$ cat src/rtl/df_deadlock_monitor.sv
// df_deadlock_monitor
//
// Watches a dataflow region for a global stall: every process is idle, blocked
// on an internal channel, or owns a blocked AXI-stream port, and at least one
// AXI-stream port is blocked. Once that holds for THRESH consecutive cycles,
// deadlock is declared and the blocked-port pattern is captured.
//
// Optional feature: define DF_DEADLOCK_STICKY_EN to make the BLK state sticky
// (left only through clear or reset). Undefined (default): BLK falls back to
// MON on the first cycle the stall condition is absent.
//
// Ports
//   clock            clock, rising edge
//   reset            synchronous active-high reset, highest priority
//   clear            synchronous clear of detection state (back to MON)
//   axis_block_sigs  [N_AXIS] per AXI-stream port blocked flag
//   inst_idle_sigs   [N_PROC] per process idle flag
//   inst_block_sigs  [N_PROC] per process internal-channel blocked flag
//   block            deadlock declared (high while in BLK)
//   axis_block_info  [2*N_AXIS] per-port code, 2'b10 = blocked at detection
//   first_axis       lowest blocked port index at detection
//   detect           one-cycle pulse on BLK entry
//   stall_count      [CNT_W] saturating consecutive stall-cycle count

module df_deadlock_monitor #(
  parameter int unsigned          N_PROC        = 8,
  parameter int unsigned          N_AXIS        = 2,
  parameter logic [N_AXIS*8-1:0]  AXIS_PROC_MAP = {8'd7, 8'd0},
  parameter int unsigned          THRESH        = 1,
  parameter int unsigned          CNT_W         = 16
) (
  input  logic                  clock,
  input  logic                  reset,
  input  logic                  clear,
  input  logic [N_AXIS-1:0]     axis_block_sigs,
  input  logic [N_PROC-1:0]     inst_idle_sigs,
  input  logic [N_PROC-1:0]     inst_block_sigs,
  output logic                  block,
  output logic [2*N_AXIS-1:0]   axis_block_info,
  output logic [3:0]            first_axis,
  output logic                  detect,
  output logic [CNT_W-1:0]      stall_count
);

  localparam logic [15:0] ThreshM1 = 16'(THRESH - 1);

  typedef enum logic [1:0] {StMon, StStall, StBlk} state_e;

  state_e              state_q;
  logic [15:0]         count_q;
  logic [CNT_W-1:0]    stall_count_q;
  logic [N_AXIS-1:0]   snap_q;
  logic [3:0]          first_q;
  logic                block_q;
  logic                detect_q;

  logic [N_PROC-1:0]   axis_blk;
  logic [N_PROC-1:0]   stop;
  logic                cond;
  logic [3:0]          first_idx;
  logic                go_blk;

  // Fold AXI-stream blocked flags onto their owning processes.
  always_comb begin
    axis_blk = '0;
    for (int k = 0; k < int'(N_AXIS); k++) begin
      for (int p = 0; p < int'(N_PROC); p++) begin
        if (AXIS_PROC_MAP[k*8 +: 8] == 8'(p)) begin
          axis_blk[p] = axis_blk[p] | axis_block_sigs[k];
        end
      end
    end
  end

  assign stop = inst_idle_sigs | inst_block_sigs | axis_blk;
  // All-idle with no blocked port is a normal quiescent state, not a deadlock.
  assign cond = (&stop) & (|axis_blk);

  // Lowest set port index; scanning downward leaves the lowest one last.
  always_comb begin
    first_idx = '0;
    for (int k = int'(N_AXIS) - 1; k >= 0; k--) begin
      if (axis_block_sigs[k]) begin
        first_idx = 4'(k);
      end
    end
  end

  assign go_blk = cond &&
                  (((state_q == StMon) && (THRESH == 1)) ||
                   ((state_q == StStall) && (count_q == ThreshM1)));

  always_ff @(posedge clock) begin
    if (reset) begin
      state_q       <= StMon;
      count_q       <= '0;
      stall_count_q <= '0;
      snap_q        <= '0;
      first_q       <= '0;
      block_q       <= 1'b0;
      detect_q      <= 1'b0;
    end else begin
      // Free-running stall counter, independent of clear and FSM state.
      if (!cond) begin
        stall_count_q <= '0;
      end else if (stall_count_q != '1) begin
        stall_count_q <= stall_count_q + 1'b1;
      end

      detect_q <= 1'b0;

      if (clear) begin
        state_q <= StMon;
        count_q <= '0;
        snap_q  <= '0;
        first_q <= '0;
        block_q <= 1'b0;
      end else if (go_blk) begin
        state_q  <= StBlk;
        count_q  <= '0;
        snap_q   <= axis_block_sigs;
        first_q  <= first_idx;
        block_q  <= 1'b1;
        detect_q <= 1'b1;
      end else begin
        case (state_q)
          StMon: begin
            if (cond) begin
              state_q <= StStall;
              count_q <= 16'd1;
            end
          end
          StStall: begin
            if (!cond) begin
              state_q <= StMon;
              count_q <= '0;
            end else begin
              count_q <= count_q + 16'd1;
            end
          end
          StBlk: begin
`ifndef DF_DEADLOCK_STICKY_EN
            if (!cond) begin
              state_q <= StMon;
              count_q <= '0;
              snap_q  <= '0;
              first_q <= '0;
              block_q <= 1'b0;
            end
`endif
          end
          default: begin
            state_q <= StMon;
            count_q <= '0;
          end
        endcase
      end
    end
  end

  always_comb begin
    axis_block_info = '0;
    for (int k = 0; k < int'(N_AXIS); k++) begin
      axis_block_info[2*k +: 2] = (block_q && snap_q[k]) ? 2'b10 : 2'b00;
    end
  end

  assign block       = block_q;
  assign detect      = detect_q;
  assign first_axis  = first_q;
  assign stall_count = stall_count_q;

endmodule
$ cat config.mk
export PLATFORM = sky130hd
export DESIGN_NAME = df_deadlock_monitor
export DESIGN_NICKNAME = d
export VERILOG_FILES = /design/src/rtl/df_deadlock_monitor.sv
export SDC_FILE = /design/constraint.sdc
export NUM_CORES = 1
export LEC_CHECK = 0
export ABC_CLOCK_PERIOD_IN_PS = 1830
export CAP_MARGIN = 10
export CORE_UTILIZATION = 25
export DETAILED_ROUTE_END_ITERATION = 8
export RECOVER_POWER = 25
export SLEW_MARGIN = 25
export SYNTH_ARGS = -nofsm -noshare
export SYNTH_HDL_FRONTEND = slang
export SYNTH_SLANG_ARGS = --single-unit
$ cat constraint.sdc
create_clock -name clock -period 1.83 [get_ports clock]
set_clock_uncertainty 0.1 [all_clocks]
set_input_delay 0.183 -clock clock [delete_from_list [all_inputs] [get_ports clock]]
set_output_delay 0.183 -clock clock [all_outputs]
set_load 0.005 [all_outputs]
==> run_summary.xml <==
<?xml version="1.0" encoding="UTF-8"?>
<metrics>
  <group name="status">
    <metric name="status" unit="">finished, violations left</metric>
    <metric name="failed_checks" unit="">negative setup slack</metric>
  </group>
  <group name="global_route">
    <metric name="grt_pass1_vias" unit="">2171</metric>
    <metric name="grtUsageTotal" unit="%">14.5</metric>
    <metric name="antenna_found_initial" unit="">0</metric>
    <metric name="grt_pass1_wl" unit="um">9860</metric>
    <metric name="global_route.overflow_total" unit="">0</metric>
    <metric name="grt_max_degree" unit="">12</metric>
  </group>
  <group name="routing">
    <metric name="dr_wl_met3" unit="um">255</metric>
    <metric name="drtAntennaViolNets" unit="">0</metric>
    <metric name="route.met2.wl" unit="um">3170</metric>
    <metric name="viasPerCell" unit="">4.86</metric>
    <metric name="drt_pre_antenna_iters" unit="">6</metric>
    <metric name="top_layer_reached_by_signal_wires" unit="">met4</metric>
    <metric name="average_wire_per_cell_in_the_routed_design" unit="um">13.2</metric>
    <metric name="wl_met1" unit="um">2710</metric>
    <metric name="wl_final" unit="um">6220</metric>
    <metric name="post-route-drc-count" unit="">0</metric>
    <metric name="drt-initial-drc-count" unit="">63</metric>
    <metric name="num_vias" unit="">2282</metric>
  </group>
  <group name="pwr">
    <metric name="static-leakage-power" unit="uW">0.00133</metric>
    <metric name="powerDensity" unit="nW/um2">482</metric>
    <metric name="vdd_drop_max" unit="uV">305</metric>
  </group>
  <group name="synth">
    <metric name="synthDistinctLibCells" unit="">44</metric>
    <metric name="syn-instance-count" unit="">252</metric>
    <metric name="synthFlopType" unit="">sky130_fd_sc_hd__dfxtp_1</metric>
    <metric name="synth_warn" unit="">0</metric>
    <metric name="edff_count_synth" unit="">0</metric>
    <metric name="synth.top_cell.area_share" unit="%">38.7</metric>
    <metric name="synth_top_cells_by_area" unit="">sky130_fd_sc_hd__dfxtp_1 (39%), sky130_fd_sc_hd__nor2_1 (6.7%), sky130_fd_sc_hd__a21oi_1 (3.7%)</metric>
    <metric name="synth_async_sr_flop_share" unit="%">0</metric>
    <metric name="ys_ff_latch" unit="">39</metric>
    <metric name="synth.avg_cell_area" unit="um2">8.01</metric>
    <metric name="synthesis.area" unit="um2">2020</metric>
    <metric name="synth_area_leader_cell" unit="">sky130_fd_sc_hd__dfxtp_1</metric>
    <metric name="yosysSeqAreaShare" unit="%">38.7</metric>
  </group>
  <group name="placed_design">
    <metric name="hpwlAfterDp" unit="um">4320</metric>
    <metric name="globalplace.congestion" unit="">0.836</metric>
    <metric name="port_buffers" unit="">41</metric>
  </group>
  <group name="worst_setup_path">
    <metric name="worst-endpoint-arrival" unit="ns">1.97</metric>
    <metric name="cp-end-kind" unit="">flip-flop</metric>
    <metric name="critical_path_class" unit="">flip-flop to flip-flop</metric>
    <metric name="worstReg2RegStart" unit="">count_q[1]$_SDFFE_PP0P_</metric>
    <metric name="reg2reg_setup_slack" unit="ns">-0.03</metric>
    <metric name="r2r-end" unit="">count_q[8]$_SDFFE_PP0P_</metric>
    <metric name="worst-endpoint-required" unit="ns">1.94</metric>
    <metric name="timing.critical_path.fanout_max" unit="">3</metric>
    <metric name="worstSetupStartpointType" unit="">flip-flop</metric>
    <metric name="worst_r2r_path_depth" unit="">9</metric>
  </group>
  <group name="run">
    <metric name="max-cap-violations" unit="">0</metric>
  </group>
  <group name="final_layout">
    <metric name="n_antenna_cell" unit="">0</metric>
    <metric name="final_util" unit="%">45.2</metric>
    <metric name="filler_cell_count" unit="">747</metric>
    <metric name="most-common-layout-cells" unit="">sky130_fd_sc_hd__buf_4 (61), sky130_fd_sc_hd__nor2_1 (32), sky130_fd_sc_hd__dfxtp_1 (28)</metric>
    <metric name="num-nets-final" unit="">394</metric>
    <metric name="area_growth_syn_to_layout" unit="%">73.8</metric>
    <metric name="layout-drive-gt1-share" unit="%">47.0</metric>
    <metric name="layout_commonest_cell" unit="">sky130_fd_sc_hd__buf_4</metric>
  </group>
  <group name="floorplanning">
    <metric name="io_pins" unit="">47</metric>
    <metric name="die_width" unit="um">91.9</metric>
    <metric name="dieHeight" unit="um">91.9</metric>
    <metric name="fp.dieArea" unit="um2">8440</metric>
    <metric name="num_rows" unit="">32</metric>
    <metric name="coreArea" unit="um2">7770</metric>
    <metric name="initial_utilization" unit="%">26.0</metric>
  </group>
  <group name="cts">
    <metric name="clock_tree_from_tritoncts" unit="">built</metric>
    <metric name="cts_max_path_buffers" unit="">2</metric>
    <metric name="clock_latency" unit="ns">0.29</metric>
    <metric name="cts_made_buffers" unit="">5</metric>
    <metric name="cts-htree-levels" unit="">2</metric>
    <metric name="worst_setup_hold_path_clk_slew" unit="ns">0.08</metric>
    <metric name="cts_sinks" unit="">39</metric>
    <metric name="cts_root_buf" unit="">sky130_fd_sc_hd__clkbuf_8</metric>
  </group>
  <group name="sta">
    <metric name="finalCritPeriodShare" unit="%">102</metric>
    <metric name="finalMaxSlewViolations" unit="">0</metric>
    <metric name="finalSetupViolCount" unit="">2</metric>
    <metric name="period_needed" unit="ns">1.86</metric>
    <metric name="fin_worst_hold_slack" unit="ns">0.332</metric>
    <metric name="fmax" unit="MHz">537</metric>
    <metric name="grt_setup_unrepaired" unit="">yes</metric>
    <metric name="final-hold-violation-count" unit="">0</metric>
    <metric name="final.setup.worst_slack" unit="ns">-0.0311</metric>
  </group>
  <group name="worst_hold_path">
    <metric name="min_from" unit="">axis_block_sigs[0]</metric>
    <metric name="whs_endpoint" unit="">snap_q[0]$_SDFFE_PP0P_</metric>
    <metric name="min_path_cells" unit="">4</metric>
    <metric name="hold_path.class" unit="">input port to flip-flop</metric>
  </group>
</metrics>
==> layout make-up <==
type / instances / area, um2 / share of cell area [%]
Multi-Input combinational cell: 197 / 1520 / 43.2
Clock buffer: 7 / 76.3 / 2.17
Tap cell: 102 / 128 / 3.64
Timing Repair Buffer: 114 / 946 / 27.0
Inverter: 10 / 37.5 / 1.07
Clock inverter: 1 / 5.00 / 0.143
Sequential cell: 39 / 800 / 22.8
==> worst max path at each step <==
stage / slack, ns / depth (start not counted) / start / endpoint
final: -0.03 / 9 / count_q[1]$_SDFFE_PP0P_ / count_q[8]$_SDFFE_PP0P_
after global routing: -0.08 / 8 / stall_count[1]$_SDFFE_PP0P_ / stall_count[5]$_SDFFE_PP0P_
after CTS: 0.007 / 8 / state_q[1]$_SDFFE_PP0P_ / count_q[15]$_SDFFE_PP0P_
after detailed placement: -0.62 / 7 / inst_block_sigs[6] / count_q[14]$_SDFFE_PP0P_
after global placement: -0.54 / 7 / inst_block_sigs[1] / count_q[14]$_SDFFE_PP0P_
after floorplan: -0.04 / 8 / stall_count[1]$_SDFFE_PP0P_ / stall_count[8]$_SDFFE_PP0P_
==> report_power, final <==
part | switching, uW | internal (uW)
Sequential | 3.41 | 850
Clock | 312 | 268
Combinational | 125 | 133
==> sequential cells by signal (all words and copies together) (netlist names) <==
name,cells
snap_q,2
first_axis,1
state_q,2
block,1
detect,1
count_q,16
stall_count,16
==> metrics by stage <==
stage          setup slack, ns  total power [uW]  TNS, ns  instances  instance area (um2)
6_report               -0.0311              1690  -0.0355        470                 3510
5_1_grt                -0.0816              1760   -0.395        470                 3510
4_1_cts                0.00710              1670        0        467                 3220
3_5_place_dp            -0.622              1070   -16.92        450                 3020
3_3_place_gp            -0.542              1070   -15.19        450                 3020
2_1_floorplan          -0.0425               968  -0.0873        256                 2120
==> cell usage after synthesis (5+ instances only) <==
cell / n
sky130_fd_sc_hd__a211oi_1: 5
sky130_fd_sc_hd__ha_1: 6
sky130_fd_sc_hd__or3_1: 7
sky130_fd_sc_hd__a31oi_1: 5
sky130_fd_sc_hd__inv_1: 10
sky130_fd_sc_hd__dfxtp_1: 39
sky130_fd_sc_hd__nand2_1: 20
sky130_fd_sc_hd__nor3_1: 7
sky130_fd_sc_hd__a21oi_1: 15
sky130_fd_sc_hd__nor2_1: 36
sky130_fd_sc_hd__nand4_1: 9
sky130_fd_sc_hd__buf_4: 5
sky130_fd_sc_hd__xor2_1: 7
sky130_fd_sc_hd__nand3_1: 14
sky130_fd_sc_hd__o21ai_0: 11
==> metal layers <==
layer / global-route usage, % / vias up
li1: - / 1133
met1: 18.0 / 1078
met2: 25.1 / 58
met3: 3.23 / 13
met4: 3.91 / 0
met5: 0 / -
==> worst max-delay path, stage by stage, from the launching register on <==
cell and delay (ns):
sky130_fd_sc_hd__dfxtp_2 0.36, sky130_fd_sc_hd__inv_2 0.05, sky130_fd_sc_hd__ha_4 0.15, sky130_fd_sc_hd__nor4b_4 0.12
sky130_fd_sc_hd__a41oi_2 0.30, sky130_fd_sc_hd__nand3_2 0.16, sky130_fd_sc_hd__buf_6 0.15, sky130_fd_sc_hd__nand2_2 0.05
sky130_fd_sc_hd__nand2_2 0.07, sky130_fd_sc_hd__a211oi_2 0.26
==> logic make-up (layout without fill, tap and decap cells) <==
family / after synthesis / after routing / share of synthesized area (%)
muxes: 1 / 1 / 0.496
AOI/OAI and AO/OA: 51 / 51 / 15.8
buffers and inverters: 20 / 132 / 4.71
DFF: 39 / 39 / 38.7
xor gates and xnor gates: 11 / 11 / 4.77
and+or+nand+nor: 123 / 123 / 31.7
adders and majority gates: 6 / 6 / 3.72
other: 1 / 5 / 0.186
==> timing repair <==
action,in CTS,in global routing
buffers inserted,9,3
resized for setup,73,65
pin swaps,12,21
endpoints found under the setup margin,35,27
hold buffers,0,0
(Power assumes the default switching activity.)
